[src/rtl/sw_debounce_pkg.sv]
// rtl/sw_debounce_pkg.sv - shared switch-count and debounce constants for main and io
package sw_debounce_pkg;

  // Board switch count (SW[17:0]).
  localparam int SW_COUNT_DEF = 18;

  // 20 ms at 50 MHz.
  localparam int DEBOUNCE_CYCLES_DEF = 1000000;

  // Largest debounce constant the 24-bit counter range supports.
  localparam int DEBOUNCE_CYCLES_MAX = (1 << 24) - 1;

  // Counter width able to hold 0..cycles.
  function automatic int cnt_width(input int cycles);
    return (cycles < 1) ? 1 : $clog2(cycles + 1);
  endfunction

endpackage

[src/rtl/debounce_bit.sv]
// rtl/debounce_bit.sv - one-bit synchronizer, stability counter and debounced output flop
module debounce_bit
  import sw_debounce_pkg::*;
#(
  parameter int DEBOUNCE_CYCLES = DEBOUNCE_CYCLES_DEF,
  parameter bit RESET_VAL       = 1'b0
) (
  input  logic clk,
  input  logic rst_n,
  input  logic i_raw,
  output logic o_stable,
  output logic o_accept
);

  localparam int            CW       = cnt_width(DEBOUNCE_CYCLES);
  localparam logic [CW-1:0] CNT_LAST = CW'(DEBOUNCE_CYCLES - 1);
  localparam logic [CW-1:0] CNT_ONE  = CW'(1);

  logic          r_sync1;
  logic          r_sync2;
  logic          r_stable;
  logic [CW-1:0] r_cnt;

  logic w_differs;
  logic w_accept;

  // The synchronized level disagrees with the accepted level.
  assign w_differs = (r_sync2 != r_stable);

  // The disagreement has lasted DEBOUNCE_CYCLES cycles, including this one.
  assign w_accept  = w_differs && (r_cnt == CNT_LAST);

  // Two-flop synchronizer; reset to the output reset value so release is quiet.
  always_ff @(posedge clk or negedge rst_n) begin
    if (!rst_n) begin
      r_sync1 <= RESET_VAL;
      r_sync2 <= RESET_VAL;
    end else begin
      r_sync1 <= i_raw;
      r_sync2 <= r_sync1;
    end
  end

  // Count consecutive disagreeing cycles; any agreeing cycle or an accept restarts it.
  always_ff @(posedge clk or negedge rst_n) begin
    if (!rst_n) begin
      r_cnt <= '0;
    end else if (!w_differs || w_accept) begin
      r_cnt <= '0;
    end else begin
      r_cnt <= r_cnt + CNT_ONE;
    end
  end

  // Accepted level follows the synchronizer only once the count completes.
  always_ff @(posedge clk or negedge rst_n) begin
    if (!rst_n) begin
      r_stable <= RESET_VAL;
    end else if (w_accept) begin
      r_stable <= r_sync2;
    end
  end

  assign o_stable = r_stable;
  assign o_accept = w_accept;

endmodule

[src/rtl/sw_debounce.sv]
// rtl/sw_debounce.sv - N-bit switch debouncer with optional edge/sticky flags (SW_DEBOUNCE_EDGE_EN)
module sw_debounce
  import sw_debounce_pkg::*;
#(
  parameter int           N               = SW_COUNT_DEF,
  parameter int           DEBOUNCE_CYCLES = DEBOUNCE_CYCLES_DEF,
  parameter logic [N-1:0] RESET_VAL       = '0
) (
  input  logic         clk,
  input  logic         rst_n,
  input  logic [N-1:0] sw_in,
  input  logic         clr,
  output logic [N-1:0] sw_out,
  output logic [N-1:0] sw_rise,
  output logic [N-1:0] sw_fall,
  output logic [N-1:0] sw_changed
);

  // One-cycle strobe per bit: that bit's sw_out takes the opposite value on this edge.
  logic [N-1:0] w_accept;

  for (genvar g = 0; g < N; g++) begin : g_bit
    debounce_bit #(
      .DEBOUNCE_CYCLES(DEBOUNCE_CYCLES),
      .RESET_VAL      (RESET_VAL[g])
    ) u_bit (
      .clk     (clk),
      .rst_n   (rst_n),
      .i_raw   (sw_in[g]),
      .o_stable(sw_out[g]),
      .o_accept(w_accept[g])
    );
  end

`ifdef SW_DEBOUNCE_EDGE_EN

  logic [N-1:0] r_rise;
  logic [N-1:0] r_fall;
  logic [N-1:0] r_changed;

  // An accept always flips the bit, so the current sw_out gives the edge direction.
  always_ff @(posedge clk or negedge rst_n) begin
    if (!rst_n) begin
      r_rise <= '0;
      r_fall <= '0;
    end else begin
      r_rise <= w_accept & ~sw_out;
      r_fall <= w_accept &  sw_out;
    end
  end

  // Sticky change flags; a new change on a bit beats a clear in the same cycle.
  always_ff @(posedge clk or negedge rst_n) begin
    if (!rst_n) begin
      r_changed <= '0;
    end else begin
      r_changed <= (r_changed & ~{N{clr}}) | w_accept;
    end
  end

  assign sw_rise    = r_rise;
  assign sw_fall    = r_fall;
  assign sw_changed = r_changed;

`else

  // Edge and sticky logic absent: clr and the accept strobes go nowhere.
  logic [N:0] w_unused_edge;
  assign w_unused_edge = {clr, w_accept};

  assign sw_rise    = '0;
  assign sw_fall    = '0;
  assign sw_changed = '0;

`endif

endmodule

[config.mk]
export PLATFORM = sky130hd
export DESIGN_NAME = sw_debounce
export DESIGN_NICKNAME = d
export VERILOG_FILES = /design/src/rtl/sw_debounce_pkg.sv /design/src/rtl/debounce_bit.sv /design/src/rtl/sw_debounce.sv
export SDC_FILE = /design/constraint.sdc
export NUM_CORES = 1
export LEC_CHECK = 0
export CAP_MARGIN = 10
export CORE_MARGIN = 2
export CORE_UTILIZATION = 25
export CTS_CLUSTER_SIZE = 14
export DETAILED_ROUTE_END_ITERATION = 8
export SYNTH_ARGS = -nofsm -noshare
export SYNTH_HDL_FRONTEND = slang
export SYNTH_SLANG_ARGS = --single-unit
[constraint.sdc]
create_clock -name clk -period 2.1 [get_ports clk]
set_input_delay 0.21 -clock clk [delete_from_list [all_inputs] [get_ports clk]]
set_output_delay 0.21 -clock clk [all_outputs]
set_load 0.05 [all_outputs]
After elaboration in Yosys (flattened, before gate mapping)
Cells that the tools add are included.
{"block": "op_classes", "n_addsub": 18, "n_eq_ne": 36, "muxes": 18, "reduce_logical": 54}
{"cell": "adder 20 x 1 -> 20 bit, second input constant", "n": 18}
{"cell": "equality test 20 bit, second input constant", "n": 18}
{"cell": "2-to-1 mux 20 bit", "n": 18}
{"cell": "logical AND 1 bit", "n": 18}
{"cell": "zero test 1 bit", "n": 18}
{"cell": "logical OR 1 bit", "n": 18}
{"cell": "inequality test 1 bit", "n": 18}
{"block": "totals", "ff_bits": 414, "input_bits": 21, "output_inout_bits": 72, "elab_cells": 198}

Longest topological paths before layout
{"block": "logic_depth", "ltp_word": 4, "mapped_depth": 6, "mapped_depth_nobuf": 5}

Cells and area by module
From an unflattened synthesis, not the netlist that was laid out.
{"block": "unflattened", "cells_unflattened": 2125, "area_unflattened_um2": 21151.5}
{"mod": "debounce_bit", "instances": 18, "cells_each": 115, "area_each_um2": 1152.4, "seq_area_each_um2": 575.6}
{"mod": "sw_debounce", "instances": 1, "cells_each": 55, "area_each_um2": 409.1, "seq_area_each_um2": 0.0}

Worst setup path after synthesis
OpenSTA, ideal clock, no wires.
{"block": "synth_timing", "path_type": "register -> register", "startpoint": "register g_bit[15].u_bit.r_cnt[8]", "endpoint": "register g_bit[15].u_bit.r_cnt[12]", "setup_time_ps": 120, "t_arrival_ps": 1900, "required_ps": 1980, "path_slack_ps": 80, "stages_incl_launch_ff": 6, "path_buffers": 1, "synth_period_minus_slack_ps": 2020, "path_cell_list": "dfrtp_1 > or4b_2 > or4_4 > o21ai_4 > buf_6 > nor2_1"}
{"block": "synth_via", "elab_chain_len": 4, "word_cells_on_any_way": 5, "cone_classes": "add/sub: 1; eq/ne: 1; mux: 1; reduce/logical: 2"}
{"element": "from (decl)", "line_no": "debounce_bit.sv:22", "source": "logic [CW-1:0] r_cnt;"}
{"element": "from (signal assigned)", "line_no": "debounce_bit.sv:51", "source": "r_cnt <= r_cnt + CNT_ONE;"}
{"element": "parallel branches: the longest is 3 deep, another holds adder 20 x 1 -> 20 bit"}
{"element": "2-to-1 mux 20 bit (*)", "line_no": "debounce_bit.sv:48", "source": "end else if (!w_differs || w_accept) begin"}
Mark *: on every way between the ends.
A chain may end at the register's enable or synchronous reset.

Worst setup path after layout
{"block": "layout_timing", "startpoint": "register g_bit[15].u_bit.r_cnt[8]", "endpoint": "register g_bit[15].u_bit.r_stable"}
{"block": "layout_via", "elab_chain_len": 2}
{"element": "equality test 20 bit", "line_no": "debounce_bit.sv:31", "source": "assign w_accept = w_differs && (r_cnt == CNT_LAST);"}
{"element": "logical AND 1 bit", "line_no": "debounce_bit.sv:31"}
{"element": "to (signal assigned)", "line_no": "debounce_bit.sv:60", "source": "r_stable <= r_sync2;"}
{"element": "to (decl)", "line_no": "debounce_bit.sv:21", "source": "logic r_stable;"}
Every way passes these cells.

==> impl_summary.txt <==
----------------------------------------------------
[Outcome]
  Outcome ... finished, final reports clean

[Drt]
  Total number of vias ... ~15000
  Vias per Instance ... 4.499
  Number of optimization iterations in the first detailed-route pass ... 5
  Total length of routed wires ... around 38 mm
  Post-route ant nets ... 0
  Violation count after the first detailed-routing iteration ... 805
  Routed wire per std cell ... 11.72 um
  DRC violations left ... 0

[Setup path]
  Gate family responsible for the most delay along the worst path ... simple AND/OR/NAND/NOR gates
  CP Class ... register to register
  Worst-path maximum fanout ... 2
  Cell chain of the critical path ... or4b_2 > or4_4 > nor2_2 > mux2_2
  Crit path capture type ... register
  Worst Path Arrival ... 2.51 ns
  Master of the slowest instance on the critical path ... sky130_fd_sc_hd__or4b_2
  Critical Path Source Type ... register
  Data required, critical path ... 2.55 ns
  Number of buffer and inverter stages on the critical path ... 0
  Slowest cell delay on critical path ... 0.67 ns

[Cells and area]
  Multi-input logic area ... around 0.009 mm2
  Area growth from synthesis to layout ... 18.02%
  Number of standard cells in the final layout excluding fillers ... between 3000 and 4000
  Flip-flop and latch area ... 0.01036 mm2
  Filler Cells Inserted ... 8291
  Antenna Diode Count ... 0
  Fraction of layout cells with a size suffix above 1 ... 0.1117
  Post-layout net count ... between 2000 and 2500

[STA]
  Number of hold violations in the final report ... 0
  Pins over their slew limit ... 0
  Final count of negative-setup-slack endpoints ... 0
  Shortest period the worst path allows ... 2.065 ns
  Transition time at the pin with the least slew margin ... ~0.56 ns
  Max-Slew Margin vs Limit ... 0.6243
  Final clock period utilization by the worst path ... 0.9833
  Setup TNS Final ... 0 ns
  Worst clock skew ... between 0.015 and 0.02 ns
  Unrepaired setup endpoints after global routing ... no
  Fmax ... around 0.48 GHz

[Global route]
  Number of antenna violations at the first check in global routing ... 0
  Overall Global Routing Usage ... 0.09343
  Via count of the first global-routing pass ... around 14000
  Global-route wire length before repair ... 67.22 mm
  Maximum number of pins on one net before global-route repair ... 81
  Aggregate global routing overflow ... 0

[CTS]
  Later-pin clock latency in the skew report ... 0.58 ns
  Worst-path clk slew ... 0.06 ns
  Worst-case clock buffer depth ... 3
  Buffer count from post-CTS setup fixing ... 0
  Count of clock tree sinks ... 414
  Clock root buffer ... sky130_fd_sc_hd__clkbuf_16
  Count of H-tree levels built during CTS ... 2
  Number of buffers created by CTS ... 48
  CTS tree ... done

[Synthesis]
  Mean instance size in the synthesized netlist ... 9.909 um2
  Number of enable-type register cells in the synthesized netlist ... 0
  Most frequently used flop master after synthesis ... sky130_fd_sc_hd__dfrtp_1
  Distinct cell type count after synthesis ... 55
  Number of synthesized register bits ... ~410
  Number of standard cells after synthesis ... 2045
  Synthesis warning total ... 0
  Post-synthesis async set-or-reset flop share ... 1.000
  Portion of the post-synthesis area used by sequential elements ... 0.5112
  Cell Area, Synth ... around 0.020 mm2

[Pwr]
  Worst vdd ir ... 0.0005808 V
  Pwr per Cell Area ... roughly 740 mW/mm2
  Overall power of the completed layout ... roughly 0.018 W
  P_leak ... 9.609 nW

[Place]
  Placed cell count ... 3157
  Final RePlAce weighted congestion ... 0.7740
  Sum of net half-perimeters after detailed placement ... between 20 and 25 mm
  Number of input and output port buffers inserted ... 37

[Die]
  Horizontal die dimension ... 288.7 um
  Die height ... 288.7 um
  DIE AREA ... 0.08335 mm2
  Site row count ... 104
  Area of the placeable core ... 0.08042 mm2
  Initial core utilization ... 0.2520
  Ports ... 93

[Min path]
  Worst min-delay path category ... input port to register

[Flow run]
  Max-cap violation count ... 0

----------------------------------------------------
report_power, final:
group	switching, W	total (W)	internal [W]	leakage, nW
registers	0.000111	0.00821	0.00810	5.66
clock network	0.00345	0.00863	0.00518	0.818
logic	0.000587	0.000801	0.000213	3.13
total	0.00415	0.0176	0.0135	9.61
sequential cells by signal (all words and copies together), names as in the netlist:
register,cells
g_bit.u_bit.r_cnt,360
g_bit.u_bit.o_stable,18
g_bit.u_bit.r_sync2,18
g_bit.u_bit.r_sync1,18
what timing repair did:
action                     CTS  global route
setup endpoints to repair    2            49
hold buffers                 1             0
hold endpoints to repair   307             0
resized for setup            2            12
Yosys cell counts (all sizes together) (3+ instances only):
cell type / count / area, um2
and2: 12 / 75.07
nand3: 139 / 710.7
mux2i: 4 / 40.04
nand4b: 7 / 61.31
or4: 49 / 371.6
or4b: 13 / 133.9
o41ai: 3 / 26.28
o21ai: 59 / 306.5
nand2: 105 / 394.1
xnor2: 119 / 1042
nor4: 50 / 312.8
buf: 92 / 651.9
ha: 18 / 225.2
nor4b: 10 / 87.58
xor2: 121 / 1060
nand4: 81 / 506.7
nor2: 278 / 1044
and3: 44 / 275.3
or2: 6 / 37.53
clkbuf: 34 / 128.9
mux2: 18 / 202.7
or3: 54 / 341.6
o31ai: 49 / 396.6
inv: 57 / 214.0
and4: 30 / 262.8
nor3: 53 / 265.3
nor4bb: 7 / 70.07
a21oi: 100 / 504.2
dfrtp: 414 / 10360
per-layer routing:
metal	up-vias	share of wire	track usage
met1	7034	0.50	0.1302
met4	0	0.022	0.02951
met3	58	0.037	0.01856
li1	7346	-	-
met2	158	0.44	0.1455
met5	-	0	0
placed cells by master (no fill, tap or decap), types with 50 or more instances in the layout:
cell type                 Yosys  layout
sky130_fd_sc_hd__o21ai_0     56      56
sky130_fd_sc_hd__conb_1       1      54
sky130_fd_sc_hd__nor2_1     278     276
sky130_fd_sc_hd__a21oi_1     99      99
sky130_fd_sc_hd__nand3_1    136     136
sky130_fd_sc_hd__nand4_1     81      81
sky130_fd_sc_hd__nor3_1      53      52
sky130_fd_sc_hd__or3_1       51      51
sky130_fd_sc_hd__inv_1       57      57
sky130_fd_sc_hd__dfrtp_1    414     414
sky130_fd_sc_hd__nand2_1    105     105
sky130_fd_sc_hd__buf_4       74      77
sky130_fd_sc_hd__nor4_1      50      50
sky130_fd_sc_hd__xnor2_1    119     119
sky130_fd_sc_hd__xor2_1     121     121
final timing paths:
| path | end | start | cells past startpoint | slack [ns] |
|---|---|---|---|---|
| setup / recovery | g_bit[15].u_bit.o_stable | g_bit[15].u_bit.r_cnt[8] | 4 | 0.03 |
| hold / removal | g_bit[6].u_bit.r_sync1 | sw_in[6] | 1 | 0.06 |
| setup reg to reg | g_bit[15].u_bit.o_stable | g_bit[15].u_bit.r_cnt[8] | 4 | 0.03 |
| hold reg to reg | g_bit[9].u_bit.r_sync2 | g_bit[9].u_bit.r_sync1 | 0 | 0.34 |
| max in group asynchronous | g_bit[4].u_bit.r_cnt[11] | rst_n | 3 | 1.18 |
| min in group asynchronous | g_bit[16].u_bit.r_cnt[17] | rst_n | 2 | 0.15 |
layout make-up:
cell class | count | share of cell area
inverter | 57 | 0.008946
timing repair buffer | 126 | 0.04959
multi-input combinational | 1501 | 0.3845
clock buffer | 63 | 0.05676
tap | 1060 | 0.05545
clock inverter | 23 | 0.01156
sequential | 414 | 0.4332
through the flow:
stage	utilization	worst slack (ns)	area (um2)	hold slack, ns
2_1_floorplan	-	0.08035	20460	-0.08559
3_3_place_gp	0.2765	0.06188	22240	0.1547
3_5_place_dp	0.2765	0.03384	22240	0.1594
4_1_cts	0.2969	0.006783	23880	0.007575
5_1_grt	0.2974	0.002190	23920	0.02514
6_report	0.2974	0.03497	23920	0.06218
kinds of logic (layout without fill, tap and decap cells):
logic type	count (synthesis)	after routing	synth area share
compound gates	217	217	0.06347
xor+xnor	240	240	0.1037
fa+ha+maj	18	18	0.01111
buf+inv	183	269	0.04909
flops	414	414	0.5112
mux	22	22	0.01198
other cells	1	54	0.0001851
simple gates	950	950	0.2492
No activity file was read; power rests on OpenSTA's default activity.
==> patch 1: new RTL, same settings <==
The package constant `DEBOUNCE_CYCLES_DEF` goes from 1000000 to 4000000.
--- a/src/rtl/sw_debounce_pkg.sv
+++ b/src/rtl/sw_debounce_pkg.sv
@@ -5,7 +5,7 @@
   localparam int SW_COUNT_DEF = 18;
 
   // 20 ms at 50 MHz.
-  localparam int DEBOUNCE_CYCLES_DEF = 1000000;
+  localparam int DEBOUNCE_CYCLES_DEF = 4000000;
 
   // Largest debounce constant the 24-bit counter range supports.
   localparam int DEBOUNCE_CYCLES_MAX = (1 << 24) - 1;
Check against the original RTL: same outputs for any inputs over 10 cycles, from zero or initial values and one cycle with rst_n low; that may be too few to reach the edited logic, so the function may still have changed.
==> patch 1 against the unedited design <==
Power rose by 12%; routed wire length up 9.9%; critical path depth shrank 3; design area increased by 10%; synthesized cell count grew 12%; sequential power grew 8.3%; setup slack better by 0.053 ns; hold slack got worse by 0.015 ns; area after synthesis increased by 9.2%; sequential cell count increased by 36; sequential share of layout area is 0.62 points lower; critical endpoint is now sw_out[0]; final cell count rose by 11%.
==> patch 1: results (changes against the unedited design) <==
timing:
  finClkSkew_ns: 0.01884  # +0.0002035 ns
  worst_pin_slew_ns: 0.5616  # -0.001001 ns
finish:
  drive_above_1_share_pct: 11.68  # +0.51 points
  nets: 2443  # +12%
  largest_reg_flops: 396  # +10%
  regMostFlops: "g_bit.u_bit.r_cnt"
  register_area_um2: 11260  # +8.7%
  diodes: 0  # unchanged
  fill_cells: 9191  # +11%
place:
  place_ws_ns: 0.05034  # +0.01650 ns
  portBuffers: 37  # unchanged
  postPlaceCellArea_um2: 24300  # +9.3%
  gp_routability_congestion: 0.7645  # -1.2%
  detailed_place_hpwl_um: 27280  # +9.2%
clocking:
  clk_latency_ns: 0.60  # +0.02 ns
  clock-root-buffer: "clkbuf_16"
  clk_pin_slew_worst_paths_ns: 0.06  # about the same
  htree_levels: 2  # unchanged
  clock_path_buffers: 3  # unchanged
  cts_buffers: 54  # +13%
global_routing:
  antenna_found_initial: 0  # unchanged
  grt_pass1_wl_um: 73930  # +10%
  grt_max_degree: 76  # -6.2%
  grt_use_total_pct: 9.323  # -0.020 points
  grt_pass1_vias: 15760  # +12%
setup_path:
  crit_family: "buffers and inverters"
  arrival_ns: 1.80  # -0.71 ns
  crit_slowest_cell: "clkdlybuf4s50_1"
  path_max_fanout: 3  # +1
  cp_slowest_stage_delay_ns: 0.82  # +0.15 ns
yosys:
  ys_seq_area_share_pct: 50.89  # -0.24 points
  synthFlopType: "dfrtp_1"
  synth_warnings: 0  # unchanged
  synth_cell_type_count: 42  # -24%
  synthTopCellsByCount: "dfrtp_1, nor2_1, a21oi_1"
  async_flop_share_pct: 100.0  # unchanged
  synthTopCellsByArea: "dfrtp_1, xnor2_1, nor2_1"
status:
  status: "finished, final reports clean"
worst_hold_path:
  min_path_type: "input port to flip-flop"
drt:
  avgRoutedWirePerCell_um: 11.57  # -1.3%
  drtIter0Drc: 849  # +5.5%
  dr.pass1.iters: 5  # unchanged
  vias_per_cell: 4.503  # about the same
power_and_ir_drop:
  p_leak_nw: 10.39  # +8.1%
  peakVddDrop_v: 0.0005502  # -5.3%
## patch 1: changes by cell type after synthesis, sizes merged, moves of 18 or more
cell    unedited run  this run
a21oi            100       143
and3              44        26
clkbuf            34        59
dfrtp            414       450
inv               57        84
o21ai             59        89
o31ai             49        70
or3               54        91
or4               49        76
xor2             121        96
## patch 1: final cells by class
class | instances | area share, %
sequential | 450 | 42.69
inverter | 84 | 1.195
tap | 1165 | 5.527
timing repair buffer | 159 | 5.256
clock inverter | 21 | 1.295
clock buffer | 79 | 6.048
multi-input combinational | 1655 | 37.98
## patch 1: metrics by stage
step / hold slack, ns / setup TNS (ns) / instances
6_report: 0.04744 / 0 / 3613
5_1_grt: 0.004308 / -0.01650 / 3613
4_1_cts: 0.002308 / 0 / 3609
3_5_place_dp: 0.1840 / 0 / 3502
3_3_place_gp: 0.1865 / 0 / 3502
2_1_floorplan: -0.08559 / 0 / 2334
## patch 1: cells by family (layout without fill, tap and decap cells)
kind of cell,Yosys count,count (layout),synth area share (%)
AO/OA/AOI/OAI,311,311,8.035
XOR/XNOR,231,231,9.143
adder cells (fa/ha/maj),18,18,1.018
buffers and inverters,229,343,5.185
flip-flops,450,450,50.89
multiplexers,18,18,0.9160
other,1,54,0.01695
AND/OR/NAND/NOR,1023,1023,24.80
## patch 1: where the power goes
| group | internal [mW] | switching, mW | leakage, nW |
|---|---|---|---|
| logic | 0.235 | 0.624 | 3.28 |
| clock network | 6.24 | 3.77 | 0.943 |
| registers | 8.79 | 0.0951 | 6.16 |
## patch 1: per-layer routing
layer	up-vias	global-route usage [%]	wire length (um)
met5	-	0	0
met4	0	2.664	979
met3	65	1.859	1425
met2	149	15.22	19080
met1	7819	12.48	20300
li1	8238	-	-
## patch 1: final timing paths
kind,endpoint,cells past startpoint,slack (ns),start
max in group asynchronous,g_bit[7].u_bit.r_cnt[8],3,1.17,rst_n
min reg2reg,g_bit[1].u_bit.r_sync2,0,0.35,g_bit[1].u_bit.r_sync1
min,g_bit[11].u_bit.r_sync1,1,0.05,sw_in[11]
max reg2reg,g_bit[17].u_bit.r_cnt[20],5,0.09,g_bit[17].u_bit.r_cnt[1]
max,sw_out[0],1,0.09,g_bit[0].u_bit.o_stable
min in group asynchronous,g_bit[17].u_bit.r_cnt[18],2,0.16,rst_n
## patch 1: repair_timing
item | in CTS | in global routing
resized for setup | 3 | 12
hold buffers | 7 | 0
endpoints found under the setup margin | 3 | 35
buffers inserted | 0 | 4
hold endpoints to repair | 166 | 0
pin swaps | 0 | 4
==> patch 2: new RTL, same settings <==
Without the edit above. Add an input register stage for `sw_in`; this delays it by one clock. The other inputs are not delayed to match.
--- a/src/rtl/sw_debounce.sv
+++ b/src/rtl/sw_debounce.sv
@@ -16,6 +16,12 @@
   output logic [N-1:0] sw_changed
 );
 
+  logic [N-1:0] sw_q;
+
+  always_ff @(posedge clk) begin
+      sw_q <= sw_in;
+  end
+
   // One-cycle strobe per bit: that bit's sw_out takes the opposite value on this edge.
   logic [N-1:0] w_accept;
 
@@ -26,7 +32,7 @@
     ) u_bit (
       .clk     (clk),
       .rst_n   (rst_n),
-      .i_raw   (sw_in[g]),
+      .i_raw   (sw_q[g]),
       .o_stable(sw_out[g]),
       .o_accept(w_accept[g])
     );
Function: no difference found for any inputs over 10 cycles, from zero or initial values and one cycle with rst_n low; that may be too few to reach the edited logic, so the function may still have changed.
==> patch 2 against the unedited design <==
Sequential cell count up 18; setup slack better by 0.030 ns; clock skew is 0.0063 ns higher; via count increased by 1.4%; hold slack lost 0.0088 ns; core utilization up 0.075 points; area after synthesis increased by 1.8%; routed wire length up 0.52%; design area increased by 2.0%; power up 4.1%; largest power group unchanged.
==> patch 2: results (changes against the unedited design) <==
place:
  dpl.cell_count: 3191  # +1.1%
  place_ws_ns: 0.01120  # -0.02264 ns
  gp_routability_congestion: 0.7668  # -0.93%
  detailed_place_hpwl_um: 24910  # -0.33%
  postPlaceCellArea_um2: 22580  # +1.5%
timing:
  finalCriticalPeriod_ns: 2.035  # -0.02974 ns
  relSlewSlack_pct: 64.22  # +1.8 points
  hold_ws_ns: 0.05339  # -0.008796 ns
  finClkSkew_ns: 0.02489  # +0.006257 ns
yosys:
  synth_fa_ha_area_share_pct: 1.092  # -0.019 points
  synth_cell_type_count: 56  # +1.8%
  muxShareOfSynthArea_pct: 1.177  # -0.021 points
  synthTopCellsByArea: "dfrtp_1, xor2_1, nor2_1"
  synth-compound-area-share_pct: 6.236  # -0.11 points
  async_flop_share_pct: 95.83  # -4.2 points
  syn_avg_cell_area_um2: 9.997  # +0.89%
  ys_seq_area_share_pct: 51.98  # +0.85 points
  synth_xor_area_share_pct: 10.19  # -0.18 points
finish:
  nets: 2219  # +1.5%
  clock_area_share_pct: 7.158  # +0.33 points
  final_util_pct: 29.82  # +0.075 points
  n_all_buffers: 135  # +7.1%
  fill_cells: 8419  # +1.5%
  multi_input_area_share_pct: 37.67  # -0.78 points
  drive_above_1_share_pct: 11.34  # +0.16 points
  clkbuf_count: 82  # +30%
  buffer_area_share_pct: 4.876  # -0.084 points
clocking:
  clock-root-buffer: "clkbuf_16"
  clk_latency_ns: 0.60  # +0.02 ns
  cts_sinks: 432  # +4.3%
  cts_buffers: 53  # +10%
drt:
  vias: 14800  # +1.4%
  avgRoutedWirePerCell_um: 11.61  # -0.98%
  drtIter0Drc: 700  # -13%
  dr.pass1.iters: 4  # -1
  vias_per_cell: 4.495  # about the same
power_and_ir_drop:
  peakVddDrop_v: 0.0005237  # -9.8%
  p_int_mw: 14.03  # +4.0%
  pg_seq_mw: 8.58  # +4.5%
  finalPower_mw: 18.37  # +4.1%
  p_leak_nw: 9.839  # +2.4%
  powerComb_mw: 0.792  # -1%
global_routing:
  grt_max_degree: 75  # -7.4%
  grtUsageMet3_pct: 1.672  # -0.18 points
  grt_pass1_vias: 14410  # +2.3%
  met1_usage_pct: 11.77  # -1.3 points
  use_met2_pct: 14.87  # +0.32 points
  grt_pass1_wl_um: 67030  # -0.29%
setup_path:
  crit_slowest_cell: "or4_4"
  rr_endpoint: "g_bit[1].u_bit.o_stable"
  arrival_ns: 2.50  # about the same
  setup.worst_path.start: "g_bit[1].u_bit.r_cnt[11]"
  path_max_fanout: 3  # +1
  cp_slowest_stage_delay_ns: 0.55  # -0.12 ns
worst_hold_path:
  min_to: "sw_q[12]"
  hold_start: "sw_in[12]"
status:
  status: "finished, final reports clean"
floorplanning:
  rows: 105  # +0.96%
==> patch 2: cell count changes in the layout (fill, tap and decap cells not counted), moves of 3 or more <==
cell	before	now
buf_12	11	5
buf_4	77	89
bufinv_16	5	1
clkbuf_1	5	13
clkbuf_16	48	53
clkbuf_8	10	16
clkinv_2	11	8
dfxtp_1	0	18
==> patch 2: routing by layer <==
layer  vias up  share of wire, %
li1       7416                 -
met1      7162                48
met2       161                47
met3        64               3.4
met4         0               2.4
met5         -                 0
==> patch 2: kinds of logic after synthesis <==
kind of cell | Yosys count
AO/OA/AOI/OAI | 217
AND/OR/NAND/NOR | 950
buffers and inverters | 183
XOR/XNOR | 240
adder cells (fa/ha/maj) | 18
other | 1
flip-flops | 432
multiplexers | 22
==> patch 2: repair_timing <==
action | in CTS | in global routing
resized for setup | 3 | 13
cloned | 0 | 1
hold buffers | 3 | 0
setup endpoints to repair | 3 | 35
hold endpoints to repair | 297 | 0
pin swaps | 0 | 1
setup buffers | 0 | 0
